## config.mk

```make
export PLATFORM = sky130hd
export DESIGN_NAME = conv1d_sram_reader_flat
export DESIGN_NICKNAME = d
export VERILOG_FILES = /design/src/rtl/conv1d_sram_reader_if.sv /design/src/rtl/conv1d_sram_reader.sv /design/src/flat_wrapper.sv
export SDC_FILE = /design/constraint.sdc
export NUM_CORES = 1
export LEC_CHECK = 0
export CORE_ASPECT_RATIO = 1.5
export CORE_MARGIN = 3
export CORE_UTILIZATION = 43
export DETAILED_ROUTE_END_ITERATION = 12
export PLACE_DENSITY_LB_ADDON = 0.08
export SLEW_MARGIN = 20
export SYNTH_ARGS = -nofsm -noshare
export SYNTH_HDL_FRONTEND = slang
export SYNTH_SLANG_ARGS = --single-unit
```

## constraint.sdc

```tcl
create_clock -name clk_i -period 2.49 [get_ports clk_i]
set_input_delay 0.498 -clock clk_i [delete_from_list [all_inputs] [get_ports clk_i]]
set_output_delay 0.498 -clock clk_i [all_outputs]
set_load 0.02 [all_outputs]
```

## src/rtl/conv1d_sram_reader_if.sv

```systemverilog
// conv1d_sram_reader_if: SRAM request/response port plus the outgoing word
// stream of the conv1d SRAM reader.
//
// Handshake rules, in one place:
//   SRAM side  - req_o=1 issues a read of addr_o in that cycle; rdata_i holds
//                the word in the following cycle (fixed 1-cycle latency, no
//                stall). we_o/wdata_o/be_o are tied off (read-only use).
//   Stream     - a word transfers in every cycle where valid_o && ready_i.
//                Once valid_o is high, data_o/last_o hold until that
//                transfer. last_o is meaningful only while valid_o=1.
interface conv1d_sram_reader_if #(
  parameter int NUM_WORDS  = 128,
  parameter int DATA_WIDTH = 32
);
  localparam int AddrWidth = (NUM_WORDS > 1) ? $clog2(NUM_WORDS) : 1;

  logic                    req_o;
  logic                    we_o;
  logic [AddrWidth-1:0]    addr_o;
  logic [DATA_WIDTH-1:0]   wdata_o;
  logic [DATA_WIDTH/8-1:0] be_o;
  logic [DATA_WIDTH-1:0]   rdata_i;

  logic [DATA_WIDTH-1:0]   data_o;
  logic                    valid_o;
  logic                    ready_i;
  logic                    last_o;

  // Reader side: drives the SRAM request and the stream.
  modport master (
    output req_o, we_o, addr_o, wdata_o, be_o,
    input  rdata_i,
    output data_o, valid_o, last_o,
    input  ready_i
  );

  // SRAM macro plus stream consumer side.
  modport slave (
    input  req_o, we_o, addr_o, wdata_o, be_o,
    output rdata_i,
    input  data_o, valid_o, last_o,
    output ready_i
  );
endinterface

```

## src/rtl/conv1d_sram_reader.sv

```systemverilog
// conv1d_sram_reader: on start, reads len sequential words from a 1-cycle
// latency single-port SRAM, buffers them in a 3-entry FIFO and streams them
// out with a last marker. Issue is credit-limited so the FIFO never overflows.
// Optional feature macro: CONV1D_SRAM_READER_STRIDE_EN adds a captured
// address stride (stride_i); without it the stride is fixed at 1.
// dbg_state_o exposes the FSM state (IDLE=0, RUN=1, DRAIN=2, DONE=3).
module conv1d_sram_reader #(
  parameter  int NUM_WORDS  = 128,
  parameter  int DATA_WIDTH = 32,
  localparam int AddrWidth  = (NUM_WORDS > 1) ? $clog2(NUM_WORDS) : 1
) (
  input  logic                 clk_i,
  input  logic                 rst_i,
  input  logic                 start_i,
  input  logic [AddrWidth-1:0] base_addr_i,
  input  logic [AddrWidth:0]   len_i,
`ifdef CONV1D_SRAM_READER_STRIDE_EN
  input  logic [AddrWidth-1:0] stride_i,
`endif
  output logic                 busy_o,
  output logic                 done_o,
  output logic [1:0]           dbg_state_o,
  conv1d_sram_reader_if.master bus
);

  localparam logic [1:0] S_IDLE  = 2'd0;
  localparam logic [1:0] S_RUN   = 2'd1;
  localparam logic [1:0] S_DRAIN = 2'd2;
  localparam logic [1:0] S_DONE  = 2'd3;

  localparam logic [AddrWidth:0] NumWordsW = (AddrWidth+1)'(NUM_WORDS);
  localparam logic [AddrWidth:0] CntOne    = (AddrWidth+1)'(1);

  logic [1:0]            state_q, state_d;
  logic [AddrWidth-1:0]  addr_q, addr_d;
  logic [AddrWidth:0]    issue_left_q, issue_left_d;
  logic [AddrWidth:0]    deliver_left_q, deliver_left_d;
  logic                  inflight_q, inflight_d;
  logic [DATA_WIDTH-1:0] fifo_mem_q [3];
  logic [DATA_WIDTH-1:0] fifo_mem_d [3];
  logic [1:0]            wr_ptr_q, wr_ptr_d;
  logic [1:0]            rd_ptr_q, rd_ptr_d;
  logic [1:0]            count_q, count_d;

  logic [AddrWidth-1:0]  stride_val;
  logic [AddrWidth:0]    addr_sum;
  logic [AddrWidth-1:0]  addr_next;
  logic [2:0]            credit_used;
  logic                  issue;
  logic                  push;
  logic                  pop;
  logic                  valid;

`ifdef CONV1D_SRAM_READER_STRIDE_EN
  logic [AddrWidth-1:0]  stride_q, stride_d;
  assign stride_val = stride_q;
`else
  assign stride_val = AddrWidth'(1);
`endif

  function automatic logic [1:0] ptr_inc(input logic [1:0] p);
    return (p == 2'd2) ? 2'd0 : p + 2'd1;
  endfunction

  // Credit check uses registered occupancy only, so req_o never sees ready_i.
  always_comb begin
    credit_used = {1'b0, count_q} + {2'b00, inflight_q};
    issue       = (state_q == S_RUN) && (issue_left_q != '0) && (credit_used < 3'd3);
    push        = inflight_q;
    valid       = (count_q != 2'd0);
    pop         = valid && bus.ready_i;
  end

  // Next address: add stride and fold back into 0..NUM_WORDS-1 (two folds
  // cover any stride below 2**AddrWidth).
  always_comb begin
    addr_sum = {1'b0, addr_q} + {1'b0, stride_val};
    if (addr_sum >= NumWordsW) addr_sum = addr_sum - NumWordsW;
    if (addr_sum >= NumWordsW) addr_sum = addr_sum - NumWordsW;
    addr_next = addr_sum[AddrWidth-1:0];
  end

  // FSM, address register and the two word counters.
  always_comb begin
    state_d        = state_q;
    addr_d         = addr_q;
    issue_left_d   = issue_left_q;
    deliver_left_d = deliver_left_q;
    inflight_d     = issue;
`ifdef CONV1D_SRAM_READER_STRIDE_EN
    stride_d       = stride_q;
`endif
    if (issue) begin
      addr_d       = addr_next;
      issue_left_d = issue_left_q - CntOne;
    end
    if (pop) begin
      deliver_left_d = deliver_left_q - CntOne;
    end
    case (state_q)
      S_IDLE: begin
        if (start_i) begin
          addr_d         = base_addr_i;
          issue_left_d   = len_i;
          deliver_left_d = len_i;
`ifdef CONV1D_SRAM_READER_STRIDE_EN
          stride_d       = stride_i;
`endif
          state_d        = (len_i == '0) ? S_DONE : S_RUN;
        end
      end
      S_RUN: begin
        if (issue && (issue_left_q == CntOne)) state_d = S_DRAIN;
      end
      S_DRAIN: begin
        if (pop && (deliver_left_q == CntOne)) state_d = S_DONE;
      end
      default: begin
        state_d = S_IDLE;
      end
    endcase
  end

  // Response FIFO: captures rdata_i in the cycle after each request.
  always_comb begin
    fifo_mem_d = fifo_mem_q;
    wr_ptr_d   = wr_ptr_q;
    rd_ptr_d   = rd_ptr_q;
    count_d    = count_q;
    if (push) begin
      fifo_mem_d[wr_ptr_q] = bus.rdata_i;
      wr_ptr_d             = ptr_inc(wr_ptr_q);
    end
    if (pop) begin
      rd_ptr_d = ptr_inc(rd_ptr_q);
    end
    case ({push, pop})
      2'b10:   count_d = count_q + 2'd1;
      2'b01:   count_d = count_q - 2'd1;
      default: count_d = count_q;
    endcase
  end

  // State registers; reset discards any in-flight response and buffered words.
  always_ff @(posedge clk_i) begin
    if (rst_i) begin
      state_q        <= S_IDLE;
      addr_q         <= '0;
      issue_left_q   <= '0;
      deliver_left_q <= '0;
      inflight_q     <= 1'b0;
      fifo_mem_q     <= '{default: '0};
      wr_ptr_q       <= 2'd0;
      rd_ptr_q       <= 2'd0;
      count_q        <= 2'd0;
`ifdef CONV1D_SRAM_READER_STRIDE_EN
      stride_q       <= '0;
`endif
    end else begin
      state_q        <= state_d;
      addr_q         <= addr_d;
      issue_left_q   <= issue_left_d;
      deliver_left_q <= deliver_left_d;
      inflight_q     <= inflight_d;
      fifo_mem_q     <= fifo_mem_d;
      wr_ptr_q       <= wr_ptr_d;
      rd_ptr_q       <= rd_ptr_d;
      count_q        <= count_d;
`ifdef CONV1D_SRAM_READER_STRIDE_EN
      stride_q       <= stride_d;
`endif
    end
  end

  // Output mapping; data_o reads zero whenever nothing is buffered.
  always_comb begin
    bus.req_o    = issue;
    bus.we_o     = 1'b0;
    bus.addr_o   = addr_q;
    bus.wdata_o  = '0;
    bus.be_o     = '1;
    bus.valid_o  = valid;
    bus.data_o   = valid ? fifo_mem_q[rd_ptr_q] : '0;
    bus.last_o   = valid && (deliver_left_q == CntOne);
    busy_o       = (state_q == S_RUN) || (state_q == S_DRAIN);
    done_o       = (state_q == S_DONE);
    dbg_state_o  = state_q;
  end

endmodule

```

## src/flat_wrapper.sv

```systemverilog
// flat-port wrapper written by rule: the top's interface ports become plain ports
module conv1d_sram_reader_flat 
#(
  parameter  int NUM_WORDS  = 128,
  parameter  int DATA_WIDTH = 32,
  localparam int AddrWidth  = (NUM_WORDS > 1) ? $clog2(NUM_WORDS) : 1
)
  (clk_i, rst_i, start_i, base_addr_i, len_i, busy_o, done_o, dbg_state_o, bus_req_o, bus_we_o, bus_addr_o, bus_wdata_o, bus_be_o, bus_rdata_i, bus_data_o, bus_valid_o, bus_last_o, bus_ready_i);
  conv1d_sram_reader_if #(.NUM_WORDS(NUM_WORDS), .DATA_WIDTH(DATA_WIDTH)) bus_i ();
  input  logic clk_i;
  input  logic rst_i;
  input  logic start_i;
  input  logic [AddrWidth-1:0] base_addr_i;
  input  logic [AddrWidth:0] len_i;
  output logic busy_o;
  output logic done_o;
  output logic [1:0] dbg_state_o;
  output wire logic [$bits(bus_i.req_o)-1:0] bus_req_o;
  output wire logic [$bits(bus_i.we_o)-1:0] bus_we_o;
  output wire logic [$bits(bus_i.addr_o)-1:0] bus_addr_o;
  output wire logic [$bits(bus_i.wdata_o)-1:0] bus_wdata_o;
  output wire logic [$bits(bus_i.be_o)-1:0] bus_be_o;
  input wire logic [$bits(bus_i.rdata_i)-1:0] bus_rdata_i;
  output wire logic [$bits(bus_i.data_o)-1:0] bus_data_o;
  output wire logic [$bits(bus_i.valid_o)-1:0] bus_valid_o;
  output wire logic [$bits(bus_i.last_o)-1:0] bus_last_o;
  input wire logic [$bits(bus_i.ready_i)-1:0] bus_ready_i;
  assign bus_req_o = bus_i.req_o;
  assign bus_we_o = bus_i.we_o;
  assign bus_addr_o = bus_i.addr_o;
  assign bus_wdata_o = bus_i.wdata_o;
  assign bus_be_o = bus_i.be_o;
  assign bus_i.rdata_i = bus_rdata_i;
  assign bus_data_o = bus_i.data_o;
  assign bus_valid_o = bus_i.valid_o;
  assign bus_last_o = bus_i.last_o;
  assign bus_i.ready_i = bus_ready_i;
  conv1d_sram_reader #(.NUM_WORDS(NUM_WORDS), .DATA_WIDTH(DATA_WIDTH)) u_core (.clk_i(clk_i), .rst_i(rst_i), .start_i(start_i), .base_addr_i(base_addr_i), .len_i(len_i), .busy_o(busy_o), .done_o(done_o), .dbg_state_o(dbg_state_o), .bus(bus_i));
endmodule
```

==> reports/qor.txt, run 1 <==
synth warn: 0
DP HPWL: 10.7 mm
fin crit period: 2.49 ns
Yosys top cell area share: 42.2%
status: finished, final reports clean
chip height: 152 um
DRT Wirelength: 16.0 mm
Power Dens Cells: 944 mW/mm^2
Slew headroom: 50.3%
Design Area, Final: 0.00783 mm^2
Final Hold Fails: 0
GRT Total Usage: 20.8%
Area Overhead vs Synth: 28.9%
internal power component: 4.92 mW
Worst-Margin Slew: 0.746 ns
setup tns final: 0 ns
Post-synth EDFFs: 0
routed len/inst: 15.0 um
area post-placement: 0.00720 mm^2
RSZ-0062 raised after global routing: yes
top post-synthesis cells by area: dfxtp_1 (42%), nand2_1 (13%), a21oi_1 (12%)
Yosys reg bits: 128
Initial DRC Count: 226
Avg Cell Area, Syn: 7.59 um^2
first-pass GRT wire length: 25.6 mm
die width: 103 um
slowest stage delay, CP: 0.52 ns
largest net degree at the start of global routing: 55
# DRC: 0
Worst-Skew Late Latency: 0.42 ns
Logic pwr share: 30.3%
final worst path period share: 99.9%
Yosys top cell by area: dfxtp_1
overall power: 7.39 mW
mapped cell area: 0.00607 mm^2
Post-Synthesis Cells: 800
Die ar.: 0.0156 mm^2
via count: 5508
clk_skew: 0.0112 ns
min-delay worst type: reg2reg
clock sink total: 128
synth unique cells: 43
H-tree levels: 4
Sw Ratio: 33.4%
Fmax achieved: 402 MHz
maximum VDD drop: 692 uV
Clock transition at path regs: 0.06 ns
Rows: 52
IO buf count: 96
Most used DFF post-synth: dfxtp_1
Overflow after GRT: 0
Final Wtd Congestion: 0.750
CTS tree: done
Reg power frac: 34.0%
final setup vio count: 0
Max-cap violations: 0
root buf cell: clkbuf_16
vias in the first global route: 5475
Top Family by Delay on Critical Path: simple AND/OR/NAND/NOR gates
leak pwr: 2.97 nW
CTS Buf Count: 17
drt first pass iters: 4
initial core utilization: 44.5%
CTS max path bufs: 2
asr flop ratio synth: 0%
CP Max Fanout: 2
worst path required time: 1.99 ns
CP endpoint kind: primary output
Clk network pwr share: 35.7%
share of cells above drive strength 1: 10.0%
IO Count: 134
sequential share of the synthesized area: 42.2%
ant diodes: 0
worst path bufs/invs: 1
total core area: 0.0137 mm^2
CP Launch Type: flop
initial antenna violation count: 0
slowest cell on the critical path: or4_4
Net Sw Power: 2.47 mW
worst-path cell chain: or4_4 > or4b_4 > nor2_4 > buf_6
kind of critical path: reg2out
layout net count: 958
WP data arrival: 1.99 ns
Slew Limit Fails: 0
via/cell ratio: 5.16
Final ANT Viol Nets: 0
power groups by stage:
stage	clock network, mW	registers, mW	logic [mW]
after floorplan	0	2.56	1.38
final	2.64	2.51	2.24
after CTS	2.67	2.50	2.23
after detailed placement	0	2.54	2.22
after global routing	2.78	2.55	2.47
after global placement	0	2.53	2.19
flip-flops by register name (all words and copies together) (netlist names):
signal	cells
u_core.issue_left_q	8
u_core.fifo_mem_q	96
u_core.count_q	2
u_core.bus.addr_o	7
u_core.rd_ptr_q	2
u_core.deliver_left_q	8
u_core.dbg_state_o	2
u_core.wr_ptr_q	2
u_core.inflight_q	1
worst reg2reg max path, stage by stage (launching register included):
cell	delay, ns
dfxtp_2	0.34
ha_4	0.15
ha_1	0.26
and2_4	0.14
or2_1	0.22
or4b_4	0.55
or4_4	0.43
a311oi_2	0.27
path summary, 6_finish.rpt:
kind / depth (start not counted) / end / slack [ns] / startpoint
setup / recovery: 4 / bus_last_o / 0.003 / u_core.deliver_left_q[5]
hold / removal: 2 / u_core.fifo_mem_q[72] / 0.45 / u_core.fifo_mem_q[72]
setup reg to reg: 7 / u_core.issue_left_q[6] / 0.05 / u_core.inflight_q
hold reg to reg: 2 / u_core.fifo_mem_q[72] / 0.45 / u_core.fifo_mem_q[72]
layer usage:
metal / wire, um / GRT usage (%) / vias up
met3: 935 / 5.36 / 13
met5: 0 / 0 / -
met1: 6300 / 22.8 / 2574
met2: 8580 / 37.9 / 157
li1: - / - / 2764
met4: 165 / 7.52 / 0
cell usage after synthesis (2+ instances only):
cell and count:
o21ai_0 3, nand2b_1 3, conb_1 2, a21oi_1 144, a211oi_1 8, nand4_1 2
ha_1 14, a311oi_1 2, a31oi_1 2, o21bai_1 6, o211ai_1 2, or4b_4 2
clkbuf_1 47, nor3_1 6, xor2_1 12, or3_1 4, buf_4 37, dfxtp_1 128
and3_1 3, nand3_1 2, nor4_1 4, buf_1 5, nor2_1 82, nand2_1 209
or4_1 2, inv_1 11, nand3b_1 2, or2_2 2, o41ai_2 2, xnor2_1 7
mux2i_1 33
cells by family (layout without fill, tap and decap cells):
group | count (synthesis) | in the layout | share of synthesized area (%)
AOI/OAI and AO/OA | 175 | 175 | 16.0
xor gates and xnor gates | 19 | 19 | 2.74
adders and majority gates | 14 | 14 | 2.88
buffers and inverters | 101 | 172 | 8.55
DFF | 128 | 128 | 42.2
muxes | 33 | 33 | 5.44
other | 2 | 37 | 0.124
and+or+nand+nor | 328 | 328 | 22.0
placed cells by master (no fill, tap or decap), types with 6 or more instances in the layout:
cell               n
dfxtp_1          125
mux2i_1           33
a211oi_1           8
inv_1             11
dlygate4sd2_1     32
a21oi_1          144
clkbuf_16         17
buf_4             30
nand2_1          209
xnor2_1            7
conb_1            37
o21bai_1           6
ha_1              13
clkdlybuf4s50_1   61
nor2_1            79
xor2_1            12
area by class of cell:
type	count	area (um^2)
multi-input cells	606	3190
well taps	162	203
fillers	1287	5830
inverters	11	41.3
flip-flops and latches	128	2570
repair buffers	129	1200
clock inverters	13	186
clock buffers	19	443
stage by stage:
step	setup slack [ns]	cells	hold WS, ns	utilization (%)
after global routing	-0.0495	1068	0.468	57.3
after global placement	-0.0626	1035	0.441	52.7
after CTS	-0.0272	1067	0.454	57.1
after floorplan	0.143	835	0.436	-
final	0.00305	1068	0.453	57.3
after detailed placement	-0.0649	1035	0.446	52.7
timing repair:
action,4_1_cts,5_1_grt
setup buffers,0,1
gates resized for setup,43,9
hold buffers,0,0
setup endpoints to repair,34,3
pin swaps,0,2
No activity file was read; power rests on OpenSTA's default activity.
==> inputs of run 2 (changes only) <==
CAP_MARGIN = 0   (was default)
==> results of run 2 <==
No change in the layout: final DEF, timing and power equal those of run 1.
==> patch (flow settings as in run 1) <==
`NUM_WORDS` is set to 128 in 3 places; all go to 256.
--- a/src/rtl/conv1d_sram_reader_if.sv
+++ b/src/rtl/conv1d_sram_reader_if.sv
@@ -9,7 +9,7 @@
 //                Once valid_o is high, data_o/last_o hold until that
 //                transfer. last_o is meaningful only while valid_o=1.
 interface conv1d_sram_reader_if #(
-  parameter int NUM_WORDS  = 128,
+  parameter int NUM_WORDS  = 256,
   parameter int DATA_WIDTH = 32
 );
   localparam int AddrWidth = (NUM_WORDS > 1) ? $clog2(NUM_WORDS) : 1;
--- a/src/rtl/conv1d_sram_reader.sv
+++ b/src/rtl/conv1d_sram_reader.sv
@@ -5,7 +5,7 @@
 // address stride (stride_i); without it the stride is fixed at 1.
 // dbg_state_o exposes the FSM state (IDLE=0, RUN=1, DRAIN=2, DONE=3).
 module conv1d_sram_reader #(
-  parameter  int NUM_WORDS  = 128,
+  parameter  int NUM_WORDS  = 256,
   parameter  int DATA_WIDTH = 32,
   localparam int AddrWidth  = (NUM_WORDS > 1) ? $clog2(NUM_WORDS) : 1
 ) (
--- a/src/flat_wrapper.sv
+++ b/src/flat_wrapper.sv
@@ -1,7 +1,7 @@
 // flat-port wrapper written by rule: the top's interface ports become plain ports
 module conv1d_sram_reader_flat 
 #(
-  parameter  int NUM_WORDS  = 128,
+  parameter  int NUM_WORDS  = 256,
   parameter  int DATA_WIDTH = 32,
   localparam int AddrWidth  = (NUM_WORDS > 1) ? $clog2(NUM_WORDS) : 1
 )
Interface: changed (resized base_addr_i, bus_addr_o and len_i); port bits go from 134 to 137. The function was not compared with the original's and may differ.
==> patch against run 1 <==
- sequential cell count increased by 3
- power down 0.35%
- clock power down 7%
- area after synthesis rose by 2.3%
- critical endpoint is now bus_req_o
- sequential power increased by 2%
- largest power group is now sequential cells
- worst setup slack gained 0.072 ns
- clock skew shrank 0.0019 ns
- routed wire length up 5.5%
- count of clock-buffer cells in the layout did not move
- final area increased by 1.9%
- critical path type unchanged
- combinational power grew 5%
- largest cell class unchanged
- global-route usage rose by 0.13 points
- fmax grew 3.0%
==> patch: results (changes against run 1) <==
.. list-table::
   :header-rows: 1

   * - Metric
     - Value
   * - Worst reg2reg setup slack
     - 0.10 ns (+0.05 ns)
   * - Max-Slew Margin vs Limit
     - 35.1% (-15 points)
   * - Detailed-placement wirelength estimate
     - 11.3 mm (+5.6%)
   * - CP Max Fanout
     - 5 (+3)
   * - Capture instance of the worst register-to-register path
     - u_core.issue_left_q[7]
   * - Share of the clock period used by the worst path
     - 97.0% (-2.9 points)
   * - Endpoint of the most critical setup path
     - bus_req_o
   * - Wire per inst
     - 15.0 um (about the same)
   * - Data arrival time of the worst path
     - 1.92 ns (-0.07 ns)
   * - Number of antenna violations at the first check in global routing
     - 0 (unchanged)
   * - Sequential area share after synthesis
     - 42.2% (about the same)
   * - Vias after detailed routing
     - 5756 (+4.5%)
   * - Top cell types by occurrence after synthesis
     - nand2_1, a21oi_1, dfxtp_1
   * - Origin of the critical flop-to-flop path
     - u_core.count_q[0]
   * - Max rail drop VDD
     - 0.394 mV (-43%)
   * - Status
     - complete, no violations
   * - Final net count
     - 988 (+3.1%)
   * - Leak pwr
     - 2.97 nW (+0.24%)
   * - Cell types with the largest area share after synthesis
     - dfxtp_1, nand2_1, a21oi_1, mux2i_1, nor2_1
   * - DRC marker count from the first detailed-route iteration
     - 316 (+40%)
   * - Overall track demand over capacity in global routing
     - 20.9% (+0.13 points)
   * - Clock tree buffer depth
     - 2 (unchanged)
   * - I/O Buffers
     - 99 (+3.1%)
   * - Biggest regs
     - u_core.fifo_mem_q (96), u_core.deliver_left_q (9), u_core.issue_left_q (9)
   * - Filler Cells Inserted
     - 1354 (+5.2%)
   * - Fraction of layout cells with a size suffix above 1
     - 9.19% (-0.86 points)
   * - Stage delay of the slowest cell on the critical path
     - 0.56 ns (+0.04 ns)
   * - Total core area
     - 14100 um2 (+2.9%)
   * - Worst Reg-to-Reg Cells
     - 8 (+1)
   * - Setup crit start
     - u_core.issue_left_q[4]
   * - Wire length of the first global-routing pass
     - 27.2 mm (+6.2%)
   * - Number of unique standard cell types used by synthesis
     - 44 (+2.3%)
   * - Setup WS pre-CTS
     - 0.0191 ns (+0.0840 ns)
   * - Final clock skew
     - 0.00928 ns (-0.00189 ns)
   * - Weighted congestion reported at the end of routability-driven placement
     - 0.864 (+15%)
   * - Reg clk slew, reported paths
     - 0.06 ns (about the same)
patch: cells by family (layout without fill, tap and decap cells):
group,after synthesis,after routing,synth area share (%)
mux,32,32,5.15
simple gates,339,339,22.7
buf+inv,103,181,8.66
compound gates,185,185,16.1
flops,131,131,42.2
fa+ha+maj,12,12,2.42
other cells,2,37,0.121
xor+xnor,19,19,2.68
patch: timing repair:
action | CTS | global route
gates resized for setup | 43 | 7
gates cloned | 0 | 0
pin swaps | 4 | 5
setup buffers | 2 | 1
endpoints found under the setup margin | 35 | 6
patch: worst min-delay path: cells and delay by family (launching register included):
family / cells / cell delay, ns
AO/OA/AOI/OAI: 1 / 0.05
flip-flops: 1 / 0.30
AND/OR/NAND/NOR: 1 / 0.05
patch: per-layer routing:
layer,track usage (%),part of all wire [%],vias to the layer above
met2,39.1,52,187
met5,0,0,-
met4,9.00,1.9,0
li1,-,-,2871
met3,4.22,5.5,23
met1,22.7,40,2675
patch: worst min path at each step:
stage	from	endpoint	depth (start not counted)	slack, ns
finish	u_core.fifo_mem_q[63]	u_core.fifo_mem_q[63]	2	0.45
global route	u_core.fifo_mem_q[32]	u_core.fifo_mem_q[32]	2	0.46
CTS	u_core.fifo_mem_q[76]	u_core.fifo_mem_q[76]	2	0.45
detailed placement	u_core.fifo_mem_q[76]	u_core.fifo_mem_q[76]	2	0.45
global placement	u_core.fifo_mem_q[64]	u_core.fifo_mem_q[64]	2	0.44
floorplan	u_core.fifo_mem_q[64]	u_core.fifo_mem_q[64]	2	0.44
patch: layout make-up:
cell class | count | area, um2 | share of cell area [%]
Timing Repair Buffer | 136 | 1260 | 15.8
Clock inverter | 13 | 153 | 1.91
Multi-Input combinational cell | 624 | 3220 | 40.3
Tap cell | 192 | 240 | 3.01
Inverter | 13 | 48.8 | 0.611
Sequential cell | 131 | 2630 | 32.9
Clock buffer | 19 | 433 | 5.42
patch: where the power goes:
part | internal (W) | switching, W | total, W
sequential | 0.00236 | 0.000203 | 0.00256
combinational | 0.000995 | 0.00135 | 0.00235
clock | 0.00149 | 0.000970 | 0.00246
patch: metrics by stage:
step	power [W]	instances	instance area, um2	hold slack, ns	TNS (ns)
after floorplan	0.00402	858	6350	0.436	0
after detailed placement	0.00490	1093	7400	0.446	0
after global routing	0.00777	1128	7980	0.464	-0.00840
after global placement	0.00486	1093	7400	0.441	0
after CTS	0.00739	1127	7960	0.453	-0.00316
final	0.00737	1128	7980	0.452	0
